**config.mk**
```make
export PLATFORM = sky130hd
export DESIGN_NAME = wb_rr_arbiter
export DESIGN_NICKNAME = d
export VERILOG_FILES = /design/src/rtl/wb_rr_arbiter.sv
export SDC_FILE = /design/constraint.sdc
export NUM_CORES = 1
export LEC_CHECK = 0
export ABC_AREA = 1
export BUFFER_PORTS_ARGS = -buffer_cell sky130_fd_sc_hd__buf_2
export CAP_MARGIN = 20
export CELL_PAD_IN_SITES_DETAIL_PLACEMENT = 1
export CELL_PAD_IN_SITES_GLOBAL_PLACEMENT = 2
export CORE_MARGIN = 5
export CORE_UTILIZATION = 10
export CTS_CLUSTER_DIAMETER = 120
export CTS_CLUSTER_SIZE = 40
export DETAILED_ROUTE_END_ITERATION = 10
export GPL_TIMING_DRIVEN = 0
export PLACE_DENSITY_LB_ADDON = 0.1
export SYNTH_ARGS = -nofsm -noshare
export SYNTH_HDL_FRONTEND = slang
export SYNTH_SLANG_ARGS = --single-unit
export TNS_END_PERCENT = 10
```
**constraint.sdc**
```tcl
create_clock -name wb_clk_i -period 1.35 [get_ports wb_clk_i]
set_input_delay 0.135 -clock wb_clk_i [delete_from_list [all_inputs] [get_ports wb_clk_i]]
set_output_delay 0.135 -clock wb_clk_i [all_outputs]
set_load 0.05 [all_outputs]
```
**src/rtl/wb_rr_arbiter.sv**
```systemverilog
// Two-master round-robin Wishbone arbiter in front of a single shared slave.
// Define WB_ARB_TIMEOUT_EN to add a stall watchdog that terminates a hung access with err.
module wb_rr_arbiter #(
    parameter int TIMEOUT_CYCLES = 255
) (
    input  logic        wb_clk_i,
    input  logic        wb_rst_i,
    input  logic [31:0] m0_adr_i,
    input  logic [31:0] m0_dat_i,
    input  logic [3:0]  m0_sel_i,
    input  logic        m0_we_i,
    input  logic        m0_cyc_i,
    input  logic        m0_stb_i,
    output logic [31:0] m0_dat_o,
    output logic        m0_ack_o,
    output logic        m0_err_o,
    input  logic [31:0] m1_adr_i,
    input  logic [31:0] m1_dat_i,
    input  logic [3:0]  m1_sel_i,
    input  logic        m1_we_i,
    input  logic        m1_cyc_i,
    input  logic        m1_stb_i,
    output logic [31:0] m1_dat_o,
    output logic        m1_ack_o,
    output logic        m1_err_o,
    output logic [31:0] s_adr_o,
    output logic [31:0] s_dat_o,
    output logic [3:0]  s_sel_o,
    output logic        s_we_o,
    output logic        s_cyc_o,
    output logic        s_stb_o,
    input  logic [31:0] s_dat_i,
    input  logic        s_ack_i
);

    localparam logic [1:0] IDLE = 2'd0;
    localparam logic [1:0] GNT0 = 2'd1;
    localparam logic [1:0] GNT1 = 2'd2;

    if (TIMEOUT_CYCLES < 2 || TIMEOUT_CYCLES > 65535) begin : g_bad_timeout
        $error("wb_rr_arbiter: TIMEOUT_CYCLES must be within 2..65535");
    end

    logic [1:0] r_state;
    logic [1:0] w_state_nxt;
    logic       r_last_m1;
    logic       w_last_m1_nxt;
    logic       w_req0;
    logic       w_req1;
    logic       w_gnt0;
    logic       w_gnt1;
    logic       w_cyc_g;
    logic       w_stb_g;
    logic       w_to;
    logic       w_live;

    assign w_req0  = m0_cyc_i & m0_stb_i;
    assign w_req1  = m1_cyc_i & m1_stb_i;
    assign w_gnt0  = (r_state == GNT0);
    assign w_gnt1  = (r_state == GNT1);
    assign w_cyc_g = w_gnt1 ? m1_cyc_i : (w_gnt0 & m0_cyc_i);
    assign w_stb_g = w_gnt1 ? m1_stb_i : (w_gnt0 & m0_stb_i);

`ifdef WB_ARB_TIMEOUT_EN
    localparam logic [15:0] TO_LIMIT = 16'(TIMEOUT_CYCLES);
    logic [15:0] r_stall_cnt;

    // Counter is zero whenever a grant starts because it is held clear in IDLE.
    always_ff @(posedge wb_clk_i) begin
        if (wb_rst_i || r_state == IDLE || s_ack_i) begin
            r_stall_cnt <= '0;
        end else if (w_stb_g && !w_to) begin
            r_stall_cnt <= r_stall_cnt + 16'd1;
        end
    end

    assign w_to     = (w_gnt0 | w_gnt1) & (r_stall_cnt == TO_LIMIT);
    assign m0_err_o = w_gnt0 & w_to & ~wb_rst_i;
    assign m1_err_o = w_gnt1 & w_to & ~wb_rst_i;
`else
    assign w_to     = 1'b0;
    assign m0_err_o = 1'b0;
    assign m1_err_o = 1'b0;
`endif

    always_comb begin
        w_state_nxt   = r_state;
        w_last_m1_nxt = r_last_m1;
        case (r_state)
            IDLE: begin
                if (w_req0 && (!w_req1 || r_last_m1)) begin
                    w_state_nxt = GNT0;
                end else if (w_req1) begin
                    w_state_nxt = GNT1;
                end
            end
            GNT0: begin
                if (!m0_cyc_i || w_to) begin
                    w_state_nxt   = IDLE;
                    w_last_m1_nxt = 1'b0;
                end
            end
            GNT1: begin
                if (!m1_cyc_i || w_to) begin
                    w_state_nxt   = IDLE;
                    w_last_m1_nxt = 1'b1;
                end
            end
            default: w_state_nxt = IDLE;
        endcase
    end

    always_ff @(posedge wb_clk_i) begin
        if (wb_rst_i) begin
            r_state   <= IDLE;
            r_last_m1 <= 1'b1;
        end else begin
            r_state   <= w_state_nxt;
            r_last_m1 <= w_last_m1_nxt;
        end
    end

    // Request fields are muxed freely; only cyc/stb and the terminations need qualifying.
    assign w_live   = ~wb_rst_i & ~w_to;
    assign s_adr_o  = w_gnt1 ? m1_adr_i : m0_adr_i;
    assign s_dat_o  = w_gnt1 ? m1_dat_i : m0_dat_i;
    assign s_sel_o  = w_gnt1 ? m1_sel_i : m0_sel_i;
    assign s_we_o   = w_gnt1 ? m1_we_i  : m0_we_i;
    assign s_cyc_o  = w_cyc_g & w_live;
    assign s_stb_o  = w_stb_g & w_live;
    assign m0_ack_o = w_gnt0 & s_ack_i & w_live;
    assign m1_ack_o = w_gnt1 & s_ack_i & w_live;
    assign m0_dat_o = s_dat_i;
    assign m1_dat_o = s_dat_i;

endmodule
```
* Yosys cells after proc, flatten, opt, wreduce, memory -nomap -nowiden
Cells that the tools add are included.
** Operators by class
- Bitwise operators :: 11
- Eq/ne operators :: 5
- Muxes and demuxes :: 14
- Reductions and logical operators :: 7
** Operators by type and width (number)
- $mux 32 :: 2
- $and 1x1->1 :: 10
- $mux 2 :: 4
- $pmux 2 s3 :: 1
- $reduce_and 3->1 :: 2
- $mux 1 :: 5
- $mux 4 :: 1
- $ne 2x2->1 const B :: 2
- $ne 3x3->1 const B :: 1
- $eq 2x1->1 const B :: 1
- $eq 2x2->1 const B :: 1
- $logic_not 2->1 :: 1
- $pmux 1 s2 :: 1
- $reduce_bool 2->1 :: 1
- $logic_and 1x1->1 :: 1
- $logic_not 1->1 :: 1
- $logic_or 1x1->1 :: 1
- $not 1->1 :: 1
** Storage, ports and cells
- Output and inout port bits :: 139
- Input bits :: 177
- Bits in registers :: 3
- Logic and storage cells :: 39

* Logic depth before layout (Yosys ltp)
Gate-level depths: netlist (run 1).
- Word-level depth :: 6
- Mapped depth :: 7
- Gate-level depth less buffers :: 7

* Worst setup path before layout (run 1)
No wires, ideal clock.
- Kind :: reg-to-output
- Start :: register r_state[1]
- End :: output m1_ack_o
- Data arrival time :: 1716 ps
- Stages on the path, launching flop included :: 4
- Buffers on the path :: 1
- Required time :: 1215 ps
- Slack :: -501 ps
- Path through :: dfxtp_1 nand2_4 buf_4 nor3_1
** Between the ends
- Longest elaborated chain between the ends :: 3
** Ends and longest elaborated chain
- start, declared :: RTL line 44 : logic [1:0] r_state;
- start signal, assigned :: RTL line 118 : r_state <= w_state_nxt;
- $eq 2x2->1 :: RTL line 60 : assign w_gnt1 = (r_state == GNT1);
- $and 1x1->1 (2 in a row) :: RTL line 132 : assign m1_ack_o = w_gnt1 & s_ack_i & w_live;
- end, declared :: RTL line 24 : output logic m1_ack_o,
No other way between the ends.

* Final worst setup path (run 1)
- Start :: register r_state[0]
- End :: output s_stb_o
** Between the ends
- Longest elaborated chain between the ends :: 4
- Elaborated cells between the ends (all ways) :: 5
- Those cells by class :: eq/ne: 2; mux: 1; bitwise: 2
** Ends and longest elaborated chain
- $eq 2x1->1 :: RTL line 59 : assign w_gnt0 = (r_state == GNT0);
- $and 1x1->1 :: RTL line 62 : assign w_stb_g = w_gnt1 ? m1_stb_i : (w_gnt0 & m0_stb_i);
- $mux 1 * :: RTL line 62
- $and 1x1->1 * :: RTL line 130 : assign s_stb_o = w_stb_g & w_live;
- end, declared :: RTL line 31 : output logic s_stb_o,
Every way passes the cells marked *; elsewhere a longest branch is shown, timed or not.

==> impl_metrics.ini, run 1 <==
[clocking]
htreeDepth = 1
max-clock-path-buffers = 2
clock_tree.root_cell = clkbuf_16
cts_buffers = 3
cts_hold_buf = 0
tritoncts = yes
clk_latency_ps = 230
path_clk_slew_ps = 30
clock-sinks = 3

[global_route]
grt_max_degree = 11
grt_pass1_wl_mm = 15.8
grt_use_total_pct = 10.5
grt_pass1_vias = 3109
antenna_found_initial = 1
grt-ovfl-total = 0

[finish]
finish.utilization_pct = 25.1
num-nets-final = 795
fillCellCount = 2128
area_growth_pct = 145
fin_area_mm2 = 0.00402
drive_above_1_share_pct = 62.2
multi_input_area_um2 = 983
final_cells = 834
regArea_um2 = 67.6

[floorplanning]
die_y_um = 138
io-pin-count = 316
die_x_um = 138
core_area_mm2 = 0.0160
die-area_mm2 = 0.0190
start_util_pct = 10.2
rows = 46

[synthesis]
ys_warn_count = 0
syn_inst = 326
yosysTopAreaCell = nand2_1
ys_seq_area_share_pct = 3.67
synthDistinctLibCells = 18
postSynthAreaPerCell_um2 = 5.02
yosys-top-cells-area = nand2_1 50%, buf_4 33%, buf_6 4.8%
synthesis.area_mm2 = 0.00164
synth_top_area_share_pct = 49.5
ys_ff_latch = 3

[min_path]
min_path_type = input port to flop

[setup_path]
path_cells = inv_6, nand2_8, inv_12, buf_8, nand2_4, a21oi_2, buf_6
critPathLaunch = r_state[0]$_SDFFE_PP0P_
startpoint_type = flop
cpPeakStageDelay_ps = 350
crit_buf_inv = 4
reg2reg_depth = 5
r2r-start = r_state[0]$_SDFFE_PP0P_
cp_slowest_cell = dfxtp_4
endpoint_kind = output port
endpoint = s_stb_o
worstReg2RegEnd = r_last_m1$_SDFFE_PP1P_
path_max_fanout = 8
crit_required_ps = 1220
reg2reg_slack_ps = 280
crit_type = flop to output port
cp_data_arrival_time_ps = 1330
path_delay_family = buffers and inverters
crit_cells = 7

[routing]
postRouteAntennaNets = 0
wl_met1_mm = 3.57
route.met2.wl_mm = 6.24
drt_pre_antenna_iters = 4
wl_per_cell_um = 13.6
via_per_inst = 3.50
drt_iter0_drc = 30
drc = 0
routed_wl_mm = 11.4
dr_wl_met3_mm = 1.48
top_layer_used = met4
vias = 2915

[sta]
finalMaxSlewViolations = 0
whs_ps = 180
setup_viol = 72
min_period_ps = 1460
finClkSkew_ps = 2.04
fmax_mhz = 683
fin_ws_ps = -114
timing.final.crit_share_pct = 108
fin_setup_tns_ps = -5240
rsz0062_at_grt = yes
finalHoldViolCount = 0

[power_and_ir_drop]
power.density_mw_per_mm2 = 766
power.leakage_nw = 2.46
peakVddDrop_mv = 0.282

[place]
placed_cells = 824
post-dp-hpwl_mm = 9.81
placed_cell_area_mm2 = 0.00333
io_buffers = 281
place_congestion = 0.738

[job]
drv_cap = 0

[run_status]
violations = negative setup slack
outcome = finished, violations left
## synth_stat cells, drive strengths merged
master and instances:
buf 80, dfxtp 3, o211ai 1, nor3 2, a21oi 2, conb 1, nor2 3, inv 9
nand3 5, nand3b 1, o21ai 1, nand2 218
## per-layer routing
| metal | GRT usage (%) | vias to the layer above |
|---|---|---|
| met5 | 0 | - |
| met4 | 1.48 | 0 |
| met3 | 3.99 | 8 |
| met2 | 21.9 | 166 |
| met1 | 9.66 | 1254 |
| li1 | - | 1487 |
## worst reg2reg max path, cell delays in order (launching register included)
cell      delay [ps]
dfxtp_4          360
buf_4            120
buf_4            110
nand2_1           70
o21ai_0          180
o211ai_1         110
## where the power goes
group	total, W	internal, W	switching [W]	leakage (nW)
Sequential	0.000104	0.0000937	0.00000995	0.0260
Clock	0.000474	0.000390	0.0000838	0.0382
Combinational	0.00250	0.000891	0.00161	2.40
## through the flow
stage / total power (W) / setup slack [ps]
2_1_floorplan: 0.00167 / -74.0
3_3_place_gp: 0.00227 / -138
3_5_place_dp: 0.00228 / -141
4_1_cts: 0.00311 / -164
5_1_grt: 0.00324 / -181
6_report: 0.00308 / -114
## cells in the final DEF, fill, tap and decap left out
| master | Yosys | layout |
|---|---|---|
| nand2_1 | 216 | 211 |
| buf_2 | 0 | 208 |
| buf_4 | 73 | 75 |
| buf_6 | 7 | 74 |
| buf_8 | 0 | 7 |
| inv_1 | 7 | 7 |
| nand2_4 | 1 | 5 |
| nand3_1 | 5 | 4 |
| nor2_1 | 3 | 3 |
| clkbuf_16 | 0 | 3 |
| nand2_2 | 1 | 2 |
| nor3_2 | 0 | 2 |
| conb_1 | 1 | 2 |
| dfxtp_4 | 0 | 2 |
| diode_2 | 0 | 1 |
| inv_6 | 1 | 1 |
| nand2_8 | 0 | 1 |
| inv_12 | 0 | 1 |
| nand3_2 | 0 | 1 |
| a21oi_2 | 1 | 1 |
| o21ai_0 | 1 | 1 |
| o211ai_1 | 1 | 1 |
| a21oi_1 | 1 | 1 |
| nand3b_1 | 1 | 1 |
| clkbuf_1 | 0 | 1 |
| dfxtp_1 | 3 | 1 |
| buf_12 | 0 | 1 |
## repair_timing
item,CTS,global route
gates cloned,2,0
gates resized for setup,161,13
endpoints found under the setup margin,72,73
pin swaps,2,4
buffers inserted,3,1
## area by class of cell
cell class,count,share of cell area (%)
flip-flops and latches,3,1.68
diodes,1,0.0623
repair buffers,285,47.7
plain buffers,80,16.1
well taps,216,6.73
inverters,9,1.28
clock buffers,4,1.96
multi-input cells,236,24.5
## state kept, by name (all words and copies together) (netlist names)
signal / flops
r_last_m1: 1
r_state: 2
## cell families after synthesis
group	after synthesis	share of synthesized area (%)
AO/OA/AOI/OAI	4	1.60
buffers and inverters	89	40.6
flip-flops	3	3.67
other	1	0.229
AND/OR/NAND/NOR	229	53.9
## worst min-delay path by stage
stage / slack, ps / cells past startpoint / to / from
final: 180 / 2 / r_state[0]$_SDFFE_PP0P_ / wb_rst_i
after global routing: 200 / 2 / r_last_m1$_SDFFE_PP1P_ / m1_cyc_i
after CTS: 180 / 2 / r_state[0]$_SDFFE_PP0P_ / wb_rst_i
after detailed placement: 420 / 2 / r_last_m1$_SDFFE_PP1P_ / m1_cyc_i
after global placement: 410 / 2 / r_last_m1$_SDFFE_PP1P_ / m1_cyc_i
after floorplan: 200 / 1 / r_state[0]$_SDFFE_PP0P_ / wb_rst_i
Power figures use the tool's default switching activity.
==> run 2: changes to the inputs <==
--- a/config.mk
+++ b/config.mk
@@ -19,2 +19,3 @@
 export PLACE_DENSITY_LB_ADDON = 0.1
+export SLEW_MARGIN = 10
 export SYNTH_ARGS = -nofsm -noshare
@@ -22,2 +23 @@
 export SYNTH_SLANG_ARGS = --single-unit
-export TNS_END_PERCENT = 10
==> constraint.sdc (replaced) <==
create_clock -name wb_clk_i -period 1.35 [get_ports wb_clk_i]
set_input_delay 0.0675 -clock wb_clk_i [delete_from_list [all_inputs] [get_ports wb_clk_i]]
set_output_delay 0.0675 -clock wb_clk_i [all_outputs]
set_load 0.05 [all_outputs]
==> run 2 against run 1 <==
Net effect:
- the flow still finishes with violations (negative setup slack)
- non-clock buffer count up 1
- critical path depth unchanged
- register-to-register slack better by 100 ps
- fmax up 3.9%
- routed wire length up 3.6%
- highest routed layer is now met5
==> impl_metrics.ini, run 2 (synthesized netlist as in run 1, its figures left out) <==
[routing]
vias = 2974
drc = 0
dr_wl_met3_mm = 1.31
drt_pre_antenna_iters = 3
drt_iter0_drc = 41
wl_per_cell_um = 14.1
routed_wl_mm = 11.8
top_layer_used = met5
wl_met1_mm = 3.64
via_per_inst = 3.56
route.met2.wl_mm = 6.71
postRouteAntennaNets = 0

[finish]
area_growth_pct = 167
final_cell_mix = 209 x buf_2, 164 x nand2_1, 74 x buf_4, 56 x buf_6, 31 x nand2_2
final_common_cell = buf_2
drive_above_1_share_pct = 70.3
largest_reg_flops = 2
fillCellCount = 2086
finish.utilization_pct = 27.3
final_cells = 836
num-nets-final = 797
largest-register = r_state
reg.largest.list = r_state: 2 flops, r_last_m1: 1 flops

[setup_path]
crit_type = flop to output port
endpoint_kind = output port
cpPeakStageDelay_ps = 360
crit_required_ps = 1280
crit_buf_inv = 4
path_max_fanout = 6
path_cells = inv_8, nand2_8, clkinv_8, clkbuf_16, nand2_2, nand2_2, buf_6
critPathMostFrequentCell = nand2_2
path_delay_family = buffers and inverters
cp_slowest_cell = dfxtp_4
cp_data_arrival_time_ps = 1340
startpoint_type = flop

[sta]
min_period_ps = 1410
timing.final.crit_share_pct = 104
fin_ws_ps = -58.2
whs_ps = 113
fmax_mhz = 710
finClkSkew_ps = 0.468
rsz0062_at_grt = yes
finalMaxSlewViolations = 0
setup_viol = 61
fin_setup_tns_ps = -1420
finalHoldViolCount = 0

[clocking]
clock-sinks = 3
max-clock-path-buffers = 2
htreeDepth = 1
clock_tree.root_cell = clkbuf_16
path_clk_slew_ps = 30
clk_latency_ps = 230
tritoncts = yes
cts_hold_buf = 0
cts_buffers = 3

[floorplanning]
core_area_mm2 = 0.0160
die-area_mm2 = 0.0190
io-pin-count = 316
rows = 46
start_util_pct = 10.2
die_y_um = 138
die_x_um = 138

[place]
place_congestion = 0.714
io_buffers = 281
placed_cells = 824
post-dp-hpwl_mm = 10.1

[job]
drv_cap = 0

[run_status]
outcome = finished, violations left
violations = negative setup slack

[power_and_ir_drop]
peakVddDrop_mv = 0.390
power.leakage_nw = 2.65
power.density_mw_per_mm2 = 741
power_w = 0.00323

[global_route]
grt_pass1_wl_mm = 16.0
antenna_found_initial = 2
grt_use_total_pct = 10.6
grt_max_degree = 11
grt-ovfl-total = 0
grt_pass1_vias = 3092

[min_path]
min_path_type = input port to flop
[run 2: changes by cell type in the layout (fill, tap and decap cells not counted), moves of 2 or more]
cell | before | now
buf_6 | 74 | 56
nand2_4 | 5 | 23
buf_8 | 7 | 22
clkbuf_16 | 3 | 5
nand2_1 | 211 | 164
nand2_2 | 2 | 31
[run 2: report_power, final]
group / switching [W] / internal (W) / leakage, nW
Clock: 0.0000855 / 0.000390 / 0.0382
Combinational: 0.00168 / 0.000972 / 2.59
Sequential: 0.0000102 / 0.0000937 / 0.0260
[run 2: worst register-to-register path, delay by kind of cell (launching register included)]
kind,cells,cell delay (ps)
compound gates,2,260
buf+inv,1,140
simple gates,1,80
flops,1,360
[run 2: worst paths after layout]
check,start,end,slack (ps),depth (start not counted)
worst min-delay path,m1_cyc_i,r_last_m1$_SDFFE_PP1P_,110,2
worst max register to register,r_state[0]$_SDFFE_PP0P_,r_last_m1$_SDFFE_PP1P_,380,4
worst max-delay path,r_state[0]$_SDFFE_PP0P_,s_dat_o[29],-60,7
worst min register to register,r_last_m1$_SDFFE_PP1P_,r_last_m1$_SDFFE_PP1P_,510,2
[run 2: metrics by stage]
stage          setup WS, ps  instance area [um2]
3_5_place_dp          -50.8                 3330
3_3_place_gp          -50.1                 3330
5_1_grt                -121                 4370
4_1_cts               -84.4                 3950
6_report              -58.2                 4370
2_1_floorplan          3.88                 1650
[run 2: cell type report]
class	instances	area (um2)	area share (%)
buffer	80	667	15.3
tap	216	270	6.19
sequential	3	67.6	1.55
timing repair inverter	1	16.3	0.372
multi-input combinational	236	1190	27.3
antenna	1	2.50	0.0573
inverter	9	57.6	1.32
timing repair buffer	286	2010	46.1
clock buffer	4	78.8	1.81
[run 2: repair_timing]
action                     CTS  global route
setup buffers                2             0
pin swaps                    1            17
gates resized for setup    158           104
cloned                       2             3
setup endpoints to repair   72            72
[run 2: routing by layer]
layer / global-route usage [%] / vias to the layer above
met3: 2.83 / 9
met4: 1.87 / 2
met1: 9.78 / 1303
li1: - / 1495
met2: 22.6 / 165
met5: 0 / -
==> run 3: changes to the inputs <==
CTS_BUF_LIST = sky130_fd_sc_hd__clkbuf_4   (was not set)
CTS_CLUSTER_SIZE = not set   (was 40)
==> run 3 against run 2 <==
Net effect:
- the run still ends with negative setup slack left
- fmax down 0.56%
- sequential share of layout area about the same
- critical path depth is the same
- register-to-register slack got worse by 60 ps
- global-route usage about the same
- sequential cell count unchanged
- hold slack got worse by 14 ps
- design area rose by 0.69%
- clock-buffer cell count is the same
- utilization increased by 0.19 points
- clock power is 62% lower
- critical path type unchanged
- critical endpoint is now s_stb_o
- largest power group unchanged
==> impl_metrics.ini, run 3 (synthesized netlist as in run 1, its figures left out) <==
[run_status]
outcome = finished, violations left
violations = negative setup slack

[setup_path]
path_cells = inv_6, nand2_8, inv_16, buf_8, nand2_4, a21oi_2, buf_6
cp_slowest_cell = dfxtp_4
cp_data_arrival_time_ps = 1350
r2r-start = r_state[1]$_SDFFE_PP0P_
startpoint_type = flop
crit_type = flop to output port
crit_required_ps = 1280
cpPeakStageDelay_ps = 350
endpoint_kind = output port
critPathLaunch = r_state[0]$_SDFFE_PP0P_
path_max_fanout = 6

[clocking]
max-clock-path-buffers = 2
clock-sinks = 3
cts_buffers = 3
clock_tree.root_cell = clkbuf_4
tritoncts = yes
path_clk_slew_ps = 40
htreeDepth = 1
clk_latency_ps = 240

[routing]
wl_per_cell_um = 14.1
postRouteAntennaNets = 0
drt_iter0_drc = 41
routed_wl_mm = 11.7
vias = 2974
drt_pre_antenna_iters = 4
drc = 0
via_per_inst = 3.56

[place]
placed_cells = 824
io_buffers = 281
post-dp-hpwl_mm = 10.1
place_congestion = 0.714

[global_route]
grt_max_degree = 11
grt_pass1_vias = 3073
grt-ovfl-total = 0
grt_pass1_wl_mm = 16.1
grt_use_total_pct = 10.5
antenna_found_initial = 2

[sta]
whs_ps = 98.8
timing.final.crit_share_pct = 105
finalHoldViolCount = 0
finClkSkew_ps = 2.60
min_period_ps = 1420
fmax_mhz = 706
finalMaxSlewViolations = 0
fin_ws_ps = -66.0
rsz0062_at_grt = yes
setup_viol = 69

[power_and_ir_drop]
peakVddDrop_mv = 0.327
power_w = 0.00298
power.density_mw_per_mm2 = 678
power.leakage_nw = 2.70

[finish]
area_growth_pct = 168
final_common_cell = buf_2
drive_above_1_share_pct = 70.3
multi_input_area_mm2 = 0.00124
num-nets-final = 797
regArea_um2 = 67.6
final_cell_mix = 208 x buf_2, 163 x nand2_1, 73 x buf_4, 51 x buf_6, 33 x nand2_4
largest_reg_flops = 2
reg.largest.list = r_state: 2 flops, r_last_m1: 1 flops
fillCellCount = 2062
largest-register = r_state
final_cells = 836

[floorplanning]
core_area_mm2 = 0.0160
rows = 46
start_util_pct = 10.2
io-pin-count = 316
die_y_um = 138
die_x_um = 138
die-area_mm2 = 0.0190

[job]
drv_cap = 0

[min_path]
hold_start = m1_cyc_i
min_path_type = input port to flop
==> run 3: changes by cell type in the layout (fill, tap and decap cells not counted), sizes merged <==
| cell | delta |
|---|---|
| clkbuf | +1 |
| buf | -1 |
==> run 3: power breakdown <==
group / internal, W / switching [W]
combinational: 0.000995 / 0.00170
clock: 0.000131 / 0.0000509
sequential: 0.0000935 / 0.00000921
==> run 3: worst max-delay path: cells and delay by family (launching register included) <==
family                 cells  cell delay (ps)
and+or+nand+nor            2              150
AOI/OAI and AO/OA          1              130
DFF                        1              350
buffers and inverters      4              470
==> run 3: worst paths after layout <==
kind	to	slack (ps)	depth (start not counted)
max	s_stb_o	-70	7
min	r_last_m1$_SDFFE_PP1P_	100	2
max reg2reg	r_state[1]$_SDFFE_PP0P_	320	7
min reg2reg	r_last_m1$_SDFFE_PP1P_	510	2
==> run 3: layer usage <==
layer	wire length, um	track usage (%)
met3	1330	2.58
met4	52	1.37
met1	3630	9.93
met2	6730	22.8
met5	13	0
==> run 3: what timing repair did <==
item	in CTS	in global routing
hold endpoints to repair	0	0
resized for setup	178	100
endpoints found under the setup margin	72	73
pin swaps	6	17
hold buffers	0	0
buffers inserted	2	0
cloned	2	3
==> run 3: cell type report <==
class	instances	area share, %
multi-input combinational	236	28.2
timing repair inverter	1	0.370
antenna	1	0.0569
clock buffer	4	0.683
timing repair buffer	286	46.4
inverter	9	1.25
buffer	80	15.3
tap	216	6.15
sequential	3	1.54
==> run 3: metrics by stage <==
stage / util (%) / worst slack, ps / cell area, um2 / setup TNS [ps]
6_report: 27.5 / -66.0 / 4400 / -1950
5_1_grt: 27.5 / -137 / 4400 / -7350
4_1_cts: 24.9 / -109 / 3980 / -5140
3_5_place_dp: 20.8 / -50.8 / 3330 / -431
3_3_place_gp: 20.8 / -50.1 / 3330 / -323
2_1_floorplan: - / 3.88 / 1650 / 0
